$ cat src/rtl/serializer_8_1bit_pkg.sv
// Shared encodings and sizes for the 8:1 one-bit serializer.
// The optional parity beat is enabled by defining SERIALIZER_PARITY_EN.
package serializer_8_1bit_pkg;
  localparam int SER_WIDTH    = 8;
  localparam int SER_SEL_BITS = 3;

  typedef enum logic {
    SER_IDLE  = 1'b0,
    SER_SHIFT = 1'b1
  } ser_state_e;

  function automatic logic [SER_SEL_BITS-1:0] ser_start_idx(input bit lsb_first);
    return lsb_first ? SER_SEL_BITS'(0) : SER_SEL_BITS'(SER_WIDTH - 1);
  endfunction

  function automatic logic [SER_SEL_BITS-1:0] ser_end_idx(input bit lsb_first);
    return lsb_first ? SER_SEL_BITS'(SER_WIDTH - 1) : SER_SEL_BITS'(0);
  endfunction
endpackage

$ cat src/rtl/serializer_8_1bit_bit_counter_3.sv
// Loadable 3-bit up/down select counter with enable and end-index flag.
module bit_counter_3 #(
  parameter bit UP = 1'b1
) (
  input  logic       i_clock,
  input  logic       i_reset,
  input  logic       i_load,
  input  logic [2:0] i_load_val,
  input  logic       i_en,
  output logic [2:0] o_count,
  output logic       o_at_end
);
  localparam logic [2:0] START_IDX = UP ? 3'd0 : 3'd7;
  localparam logic [2:0] END_IDX   = UP ? 3'd7 : 3'd0;

  logic [2:0] r_count;
  logic       w_at_end;

  assign w_at_end = (r_count == END_IDX);

  // Stepping stops at the end index so the count can never wrap out of the byte.
  always_ff @(posedge i_clock) begin
    if (i_reset) begin
      r_count <= START_IDX;
    end else if (i_load) begin
      r_count <= i_load_val;
    end else if (i_en && !w_at_end) begin
      r_count <= UP ? (r_count + 3'd1) : (r_count - 3'd1);
    end
  end

  assign o_count  = r_count;
  assign o_at_end = w_at_end;
endmodule

$ cat src/rtl/serializer_8_1bit_mux8.sv
// 8:1 one-bit mux cell driven by the serializer's captured byte and select.
module mux_8to1_1bit (
  input  logic [7:0] i_data,
  input  logic [2:0] i_sel,
  output logic       o_y
);
  assign o_y = i_data[i_sel];
endmodule

$ cat src/rtl/serializer_8_1bit.sv
// Parallel-to-serial byte converter feeding an 8:1 one-bit mux, valid/ready on both sides.
// Define SERIALIZER_PARITY_EN to append an even-parity 9th beat to every byte.
module serializer_8_1bit
  import serializer_8_1bit_pkg::*;
#(
  parameter bit LSB_FIRST  = 1'b1,
  parameter bit IDLE_LEVEL = 1'b0
) (
  input  logic                    i_clock,
  input  logic                    i_reset,
  input  logic                    i_load_valid,
  output logic                    o_load_ready,
  input  logic [SER_WIDTH-1:0]    i_load_data,
  output logic                    o_ser_out,
  output logic                    o_ser_valid,
  input  logic                    i_ser_ready,
  output logic                    o_ser_last,
  output logic [SER_SEL_BITS-1:0] o_select,
  output logic                    o_busy
);
  localparam logic [SER_SEL_BITS-1:0] START_IDX = ser_start_idx(LSB_FIRST);

  ser_state_e             r_state;
  logic [SER_WIDTH-1:0]   r_data;
  logic [SER_SEL_BITS-1:0] w_select;
  logic w_at_end;
  logic w_mux_out;
  logic w_shift;
  logic w_last;
  logic w_in_parity;
  logic w_beat;
  logic w_last_done;
  logic w_accept;
  logic w_beat_bit;

  assign w_shift = (r_state == SER_SHIFT);

`ifdef SERIALIZER_PARITY_EN
  logic r_parity_phase;

  assign w_in_parity = r_parity_phase;
  assign w_last      = w_shift && r_parity_phase;

  // The parity beat follows the data beat at the end index; select holds there.
  always_ff @(posedge i_clock) begin
    if (i_reset) begin
      r_parity_phase <= 1'b0;
    end else if (w_accept || w_last_done) begin
      r_parity_phase <= 1'b0;
    end else if (w_beat && w_at_end) begin
      r_parity_phase <= 1'b1;
    end
  end
`else
  assign w_in_parity = 1'b0;
  assign w_last      = w_shift && w_at_end;
`endif

  assign w_beat       = w_shift && i_ser_ready && !i_reset;
  assign w_last_done  = w_beat && w_last;
  assign o_load_ready = !i_reset && (!w_shift || (w_last && i_ser_ready));
  assign w_accept     = i_load_valid && o_load_ready;

  bit_counter_3 #(
    .UP (LSB_FIRST)
  ) u_bit_counter (
    .i_clock    (i_clock),
    .i_reset    (i_reset),
    .i_load     (w_accept || w_last_done),
    .i_load_val (START_IDX),
    .i_en       (w_beat && !w_in_parity),
    .o_count    (w_select),
    .o_at_end   (w_at_end)
  );

  mux_8to1_1bit u_mux (
    .i_data (r_data),
    .i_sel  (w_select),
    .o_y    (w_mux_out)
  );

  always_ff @(posedge i_clock) begin
    if (i_reset) begin
      r_state <= SER_IDLE;
      r_data  <= '0;
    end else if (w_accept) begin
      r_state <= SER_SHIFT;
      r_data  <= i_load_data;
    end else if (w_last_done) begin
      r_state <= SER_IDLE;
    end
  end

  assign w_beat_bit  = w_in_parity ? (^r_data) : w_mux_out;
  assign o_ser_valid = !i_reset && w_shift;
  assign o_ser_out   = o_ser_valid ? w_beat_bit : IDLE_LEVEL;
  assign o_ser_last  = !i_reset && w_last;
  assign o_busy      = !i_reset && w_shift;
  assign o_select    = w_select;
endmodule
$ cat config.mk
export PLATFORM = sky130hd
export DESIGN_NAME = serializer_8_1bit
export DESIGN_NICKNAME = d
export VERILOG_FILES = /design/src/rtl/serializer_8_1bit_pkg.sv /design/src/rtl/serializer_8_1bit_bit_counter_3.sv /design/src/rtl/serializer_8_1bit_mux8.sv /design/src/rtl/serializer_8_1bit.sv
export SDC_FILE = /design/constraint.sdc
export NUM_CORES = 1
export LEC_CHECK = 0
export CAP_MARGIN = 25
export CORE_MARGIN = 4
export CORE_UTILIZATION = 30
export DETAILED_ROUTE_END_ITERATION = 8
export HOLD_SLACK_MARGIN = 0.15
export SYNTH_ARGS = -nofsm -noshare
export SYNTH_HDL_FRONTEND = slang
export SYNTH_HIERARCHICAL = 1
export SYNTH_SLANG_ARGS = --single-unit
$ cat constraint.sdc
create_clock -name i_clock -period 2.52 [get_ports i_clock]
set_input_delay 0.378 -clock i_clock [delete_from_list [all_inputs] [get_ports i_clock]]
set_output_delay 0.378 -clock i_clock [all_outputs]
set_load 0.03 [all_outputs]
==> impl_metrics.tcl, run 1 <==
set metrics [dict create \
    status "complete, no violations" \
    rows 16 \
    final_antenna_net_count 0 \
    cts_buffer_depth 2 \
    min_path_cells 2 \
    worstSetupStartpointType "flip-flop" \
    timing.final.crit_share_pct 93.7 \
    synth_ff_type "dfxtp_1" \
    firstDrtPassIters 4 \
    synth_edf_count 0 \
    clock-sinks 12 \
    cp.required_ps 2140 \
    min_period_ps 2360 \
    p_clk_share_pct 32.2 \
    routed_wl_mm 1.17 \
    seqPwrFrac_pct 45.7 \
    cp_max_fo 5 \
    vias 486 \
    hp-start "r_data[2]" \
    hold_viol 0 \
    antenna_found_initial 0 \
    grt_max_degree 12 \
    portBuffers 19 \
    r2r_slack_ps 650 \
    max-vdd-ir-drop_mv 0.271 \
    synth.avg_cell_area_um2 11.0 \
    final_common_cell "clkdlybuf4s50_1" \
    drc 0 \
    final_cells 111 \
    dieArea_um2 3010 \
    syn_to_final_growth_pct 39.5 \
    synth-seq-cells 12 \
    worst_slack_ps 158 \
    grt_pass1_wl_mm 1.92 \
    drt-initial-drc-count 7 \
    multiInputGateArea_um2 402 \
    yosysWarnings 6 \
    r2r_start "u_bit_counter/o_count[0]" \
    die_w_um 54.8 \
    grt_pass1_vias 467 \
    gp_congestion 0.769 \
    place_inst 107 \
    cap_violations 0 \
    clkLatencyLatePin_ps 270 \
    fin_tns_setup_ps 0 \
    synth_cell_types 24 \
    grt_usage_pct 9.20 \
    cts-root-buf "clkbuf_4" \
    htreeDepth 1 \
    synth_area_um2 658 \
    ys_seq_area_share_pct 36.5 \
    slew_violations 0 \
    endpoint_kind "output port" \
    cts-buffers-inserted 3 \
    routed_via_density 4.38 \
    layout-drive-gt1-share_pct 29.8 \
    p_int_uw 352 \
    path_class "reg -> out" \
    switchingPower_uw 117 \
    initial_core_util_pct 32.5 \
    switching_share_pct 24.9 \
    diodes 0 \
    netlist_instances 60 \
    fillers 204 \
    die_h_um 54.8 \
    power_leakage_nw 0.378 \
    num_io_pins 20 \
    clk_pin_slew_ps 80 \
    cts_tree "yes" \
    most-common-layout-cells "clkdlybuf4s50_1 (15), dfxtp_1 (12), nor2b_1 (9), mux2_2 (9), buf_4 (6)" \
    arrival_ps 1980 \
    clock_skew_ps 3.59 \
    setup_viol 0 \
    min_path_type "reg -> reg" \
    power.density_nw_per_um2 510 \
    rr_worst_depth 7 \
    combPwrFrac_pct 22.1 \
    rsz0062_at_grt "false" \
    preCtsSetupSlack_ps 338 \
    seq_area_um2 240 \
    startpoint "u_bit_counter/o_count[0]" \
    grt-ovfl-total 0 \
    clock.fmax_mhz 423 \
    ys_async_sr_fraction_pct 0 \
    postCtsSetupBuffers 0 \
    core_um2 2020 \
    wl_per_cell_um 10.6 \
    final_nets 99 \
    hpwl_um 937 \
]
[registers in the layout (all words and copies together), names as in the netlist]
signal and flops:
r_state 1, r_data 8, u_bit_counter/o_count 3
[area by class of cell]
| cell class | instances | share of cell area, % |
|---|---|---|
| clock buffers | 4 | 3.95 |
| inverters | 3 | 1.23 |
| multi-input cells | 44 | 43.7 |
| flip-flops and latches | 12 | 26.2 |
| well taps | 27 | 3.68 |
| repair buffers | 21 | 21.3 |
[worst paths after layout]
kind,endpoint
hold / removal,r_data[2]
setup reg to reg,u_bit_counter/o_count[1]
hold reg to reg,r_data[2]
setup / recovery,o_load_ready
[power groups by stage]
stage / Combinational, mW / Clock (mW) / Sequential [mW]
after floorplan: 0.0569 / 0 / 0.224
after global placement: 0.104 / 0 / 0.219
after detailed placement: 0.104 / 0 / 0.219
after CTS: 0.105 / 0.159 / 0.214
after global routing: 0.113 / 0.168 / 0.216
final: 0.103 / 0.151 / 0.214
[through the flow]
| stage | total power [mW] | cell area (um2) | util, % | hold WS [ps] |
|---|---|---|---|---|
| after floorplan | 0.281 | 666 | - | 455 |
| after global placement | 0.322 | 878 | 43.4 | 584 |
| after detailed placement | 0.323 | 878 | 43.4 | 582 |
| after CTS | 0.478 | 915 | 45.2 | 608 |
| after global routing | 0.497 | 918 | 45.4 | 641 |
| final | 0.468 | 918 | 45.4 | 601 |
[metal layers]
| metal | global-route usage, % | share of wire (%) |
|---|---|---|
| met5 | 0 | 0 |
| met4 | 4.98 | 0 |
| met3 | 3.54 | 8.0 |
| met2 | 13.4 | 45 |
| met1 | 11.5 | 47 |
[cell families after synthesis]
kind of cell | after synthesis | synth area share (%)
AND/OR/NAND/NOR | 21 | 22.1
AO/OA/AOI/OAI | 6 | 8.17
adder cells (fa/ha/maj) | 2 | 3.80
multiplexers | 11 | 23.4
XOR/XNOR | 1 | 1.33
flip-flops | 12 | 36.5
other | 1 | 0.570
buffers and inverters | 6 | 4.18
[critical path, stage by stage, from the launching register on]
cell and delay, ps:
dfxtp_1 380, ha_1 220, ha_1 210, a21boi_2 240, nor2_1 60, clkdlybuf4s50_1 600
[synthesized netlist by cell type (all sizes together) (2+ instances only)]
| cell | n | area share (%) |
|---|---|---|
| inv | 3 | 1.7 |
| nor3b | 3 | 5.1 |
| and2 | 3 | 3.0 |
| ha | 2 | 3.8 |
| dfxtp | 12 | 37 |
| mux2 | 9 | 15 |
| clkbuf | 2 | 1.3 |
| nor2 | 3 | 1.7 |
| nor2b | 9 | 8.6 |
| nor3 | 2 | 1.5 |
| mux4 | 2 | 8.0 |
| a2111oi | 2 | 3.8 |
[timing repair]
item | 4_1_cts | 5_1_grt
endpoints found under the setup margin | 0 | 1
gates resized for setup | 0 | 1
hold buffers | 0 | 0
endpoints found under the hold margin | 0 | 0
(Power assumes the default switching activity.)
==> run 2: changes to the inputs <==
CORE_UTILIZATION = 32   (was 30)
==> run 2 against run 1 <==
Utilization up 1.8 points. Power up 0.78%. Critical path depth unchanged. Final cell count up 0.90%. Combinational power about the same. Cell area up 0.82%. Maximum frequency up 0.63%. Hold slack better by 2.6 ps. Global-route usage up 1.2 points. Critical endpoint unchanged.
==> impl_metrics.tcl, run 2 (synthesis gave the netlist of run 1 again) <==
set metrics [dict create \
    endpoint_kind "output port" \
    min_path_type "reg -> reg" \
    final_common_cell "clkdlybuf4s50_1" \
    syn_to_final_growth_pct 40.7 \
    grt-ovfl-total 0 \
    clkLatencyLatePin_ps 270 \
    path_class "reg -> out" \
    top_register "r_data" \
    crit_family "buffers and inverters" \
    drc 0 \
    worstSetupStartpointType "flip-flop" \
    diodes 0 \
    seq_area_um2 240 \
    postCtsSetupBuffers 0 \
    multiInputGateArea_um2 402 \
    clock_skew_ps 0.847 \
    initial_core_util_pct 33.5 \
    cp.required_ps 2140 \
    num_io_pins 20 \
    worst_slack_ps 172 \
    grt_pass1_wl_mm 2.00 \
    cap_violations 0 \
    hold_viol 0 \
    status "complete, no violations" \
    largest_reg_flops 8 \
    min_period_ps 2350 \
    routed_via_density 4.38 \
    path_buf_inv 1 \
    most-common-layout-cells "clkdlybuf4s50_1 (15), dfxtp_1 (12), nor2b_1 (9), mux2_2 (9), buf_4 (7)" \
    final_antenna_net_count 0 \
    drt-initial-drc-count 1 \
    cts_buffer_depth 2 \
    vias 490 \
    portBuffers 19 \
    finalPower_uw 472 \
    antenna_found_initial 0 \
    fillers 207 \
    cts_resized 0 \
    rows 16 \
    worst_path_max_delay_cell "clkdlybuf4s50_1" \
    ctsHoldBuffers 0 \
    fin_util_pct 47.2 \
    rsz0062_at_grt "false" \
    clock-sinks 12 \
    power_leakage_nw 0.383 \
    power.density_nw_per_um2 510 \
    die_h_um 53.4 \
    preCtsSetupSlack_ps 346 \
    cts-buffers-inserted 3 \
    dieArea_um2 2850 \
    htreeDepth 1 \
    grt_max_degree 9 \
    worstPathCellList "ha_1 > ha_1 > a21boi_2 > nor2_1 > clkdlybuf4s50_1" \
    clock.fmax_mhz 426 \
    grt_usage_pct 10.4 \
    cts-root-buf "clkbuf_4" \
    grt_pass1_vias 477 \
    max-vdd-ir-drop_mv 0.271 \
    wl_per_cell_um 11.1 \
    cp_max_fo 5 \
    clk_pin_slew_ps 80 \
    layout-drive-gt1-share_pct 30.6 \
    cts_tree "yes" \
    fin_tns_setup_ps 0 \
    slew_violations 0 \
    core_um2 1960 \
    routed_wl_mm 1.24 \
    setup_viol 0 \
    final_nets 100 \
    die_w_um 53.4 \
    cpMostUsedCell "ha_1" \
    arrival_ps 1970 \
    max_stage_delay_ps 590 \
    timing.final.crit_share_pct 93.2 \
    firstDrtPassIters 3 \
    hpwl_um 938 \
    gp_congestion 0.756 \
]
-- run 2: cell type report --
class	instances	area share, %
clock buffers	4	3.92
inverters	3	1.22
multi-input cells	44	43.4
flip-flops and latches	12	25.9
well taps	27	3.65
repair buffers	22	21.9
-- run 2: worst min-delay path, stage by stage, from the launching register on --
cell and delay (ps):
dfxtp_1 320, nor2b_1 120, mux2_2 140
-- run 2: where the power goes --
group / switching, mW / leakage, nW / internal (mW)
sequential: 0.0101 / 0.0990 / 0.204
combinational: 0.0439 / 0.263 / 0.0614
clock: 0.0648 / 0.0210 / 0.0877
-- run 2: worst paths after layout --
kind / slack (ps) / cells after the start / endpoint / startpoint
setup / recovery: 170 / 5 / o_load_ready / u_bit_counter/o_count[0]
hold / removal: 600 / 2 / r_data[0] / r_data[0]
setup reg to reg: 700 / 7 / u_bit_counter/o_count[1] / u_bit_counter/o_count[0]
hold reg to reg: 600 / 2 / r_data[0] / r_data[0]
-- run 2: through the flow --
| step | instance area (um2) | hold slack (ps) | std cells |
|---|---|---|---|
| after floorplan | 666 | 455 | 62 |
| after global placement | 886 | 584 | 108 |
| after detailed placement | 886 | 581 | 108 |
| after CTS | 922 | 606 | 112 |
| after global routing | 926 | 623 | 112 |
| final | 926 | 604 | 112 |
-- run 2: routing by layer --
layer	share of wire (%)	GRT usage [%]	vias up
li1	-	-	260
met5	0	0	-
met2	45	16.3	13
met1	46	11.2	215
met4	1.1	7.66	0
met3	7.8	3.94	2
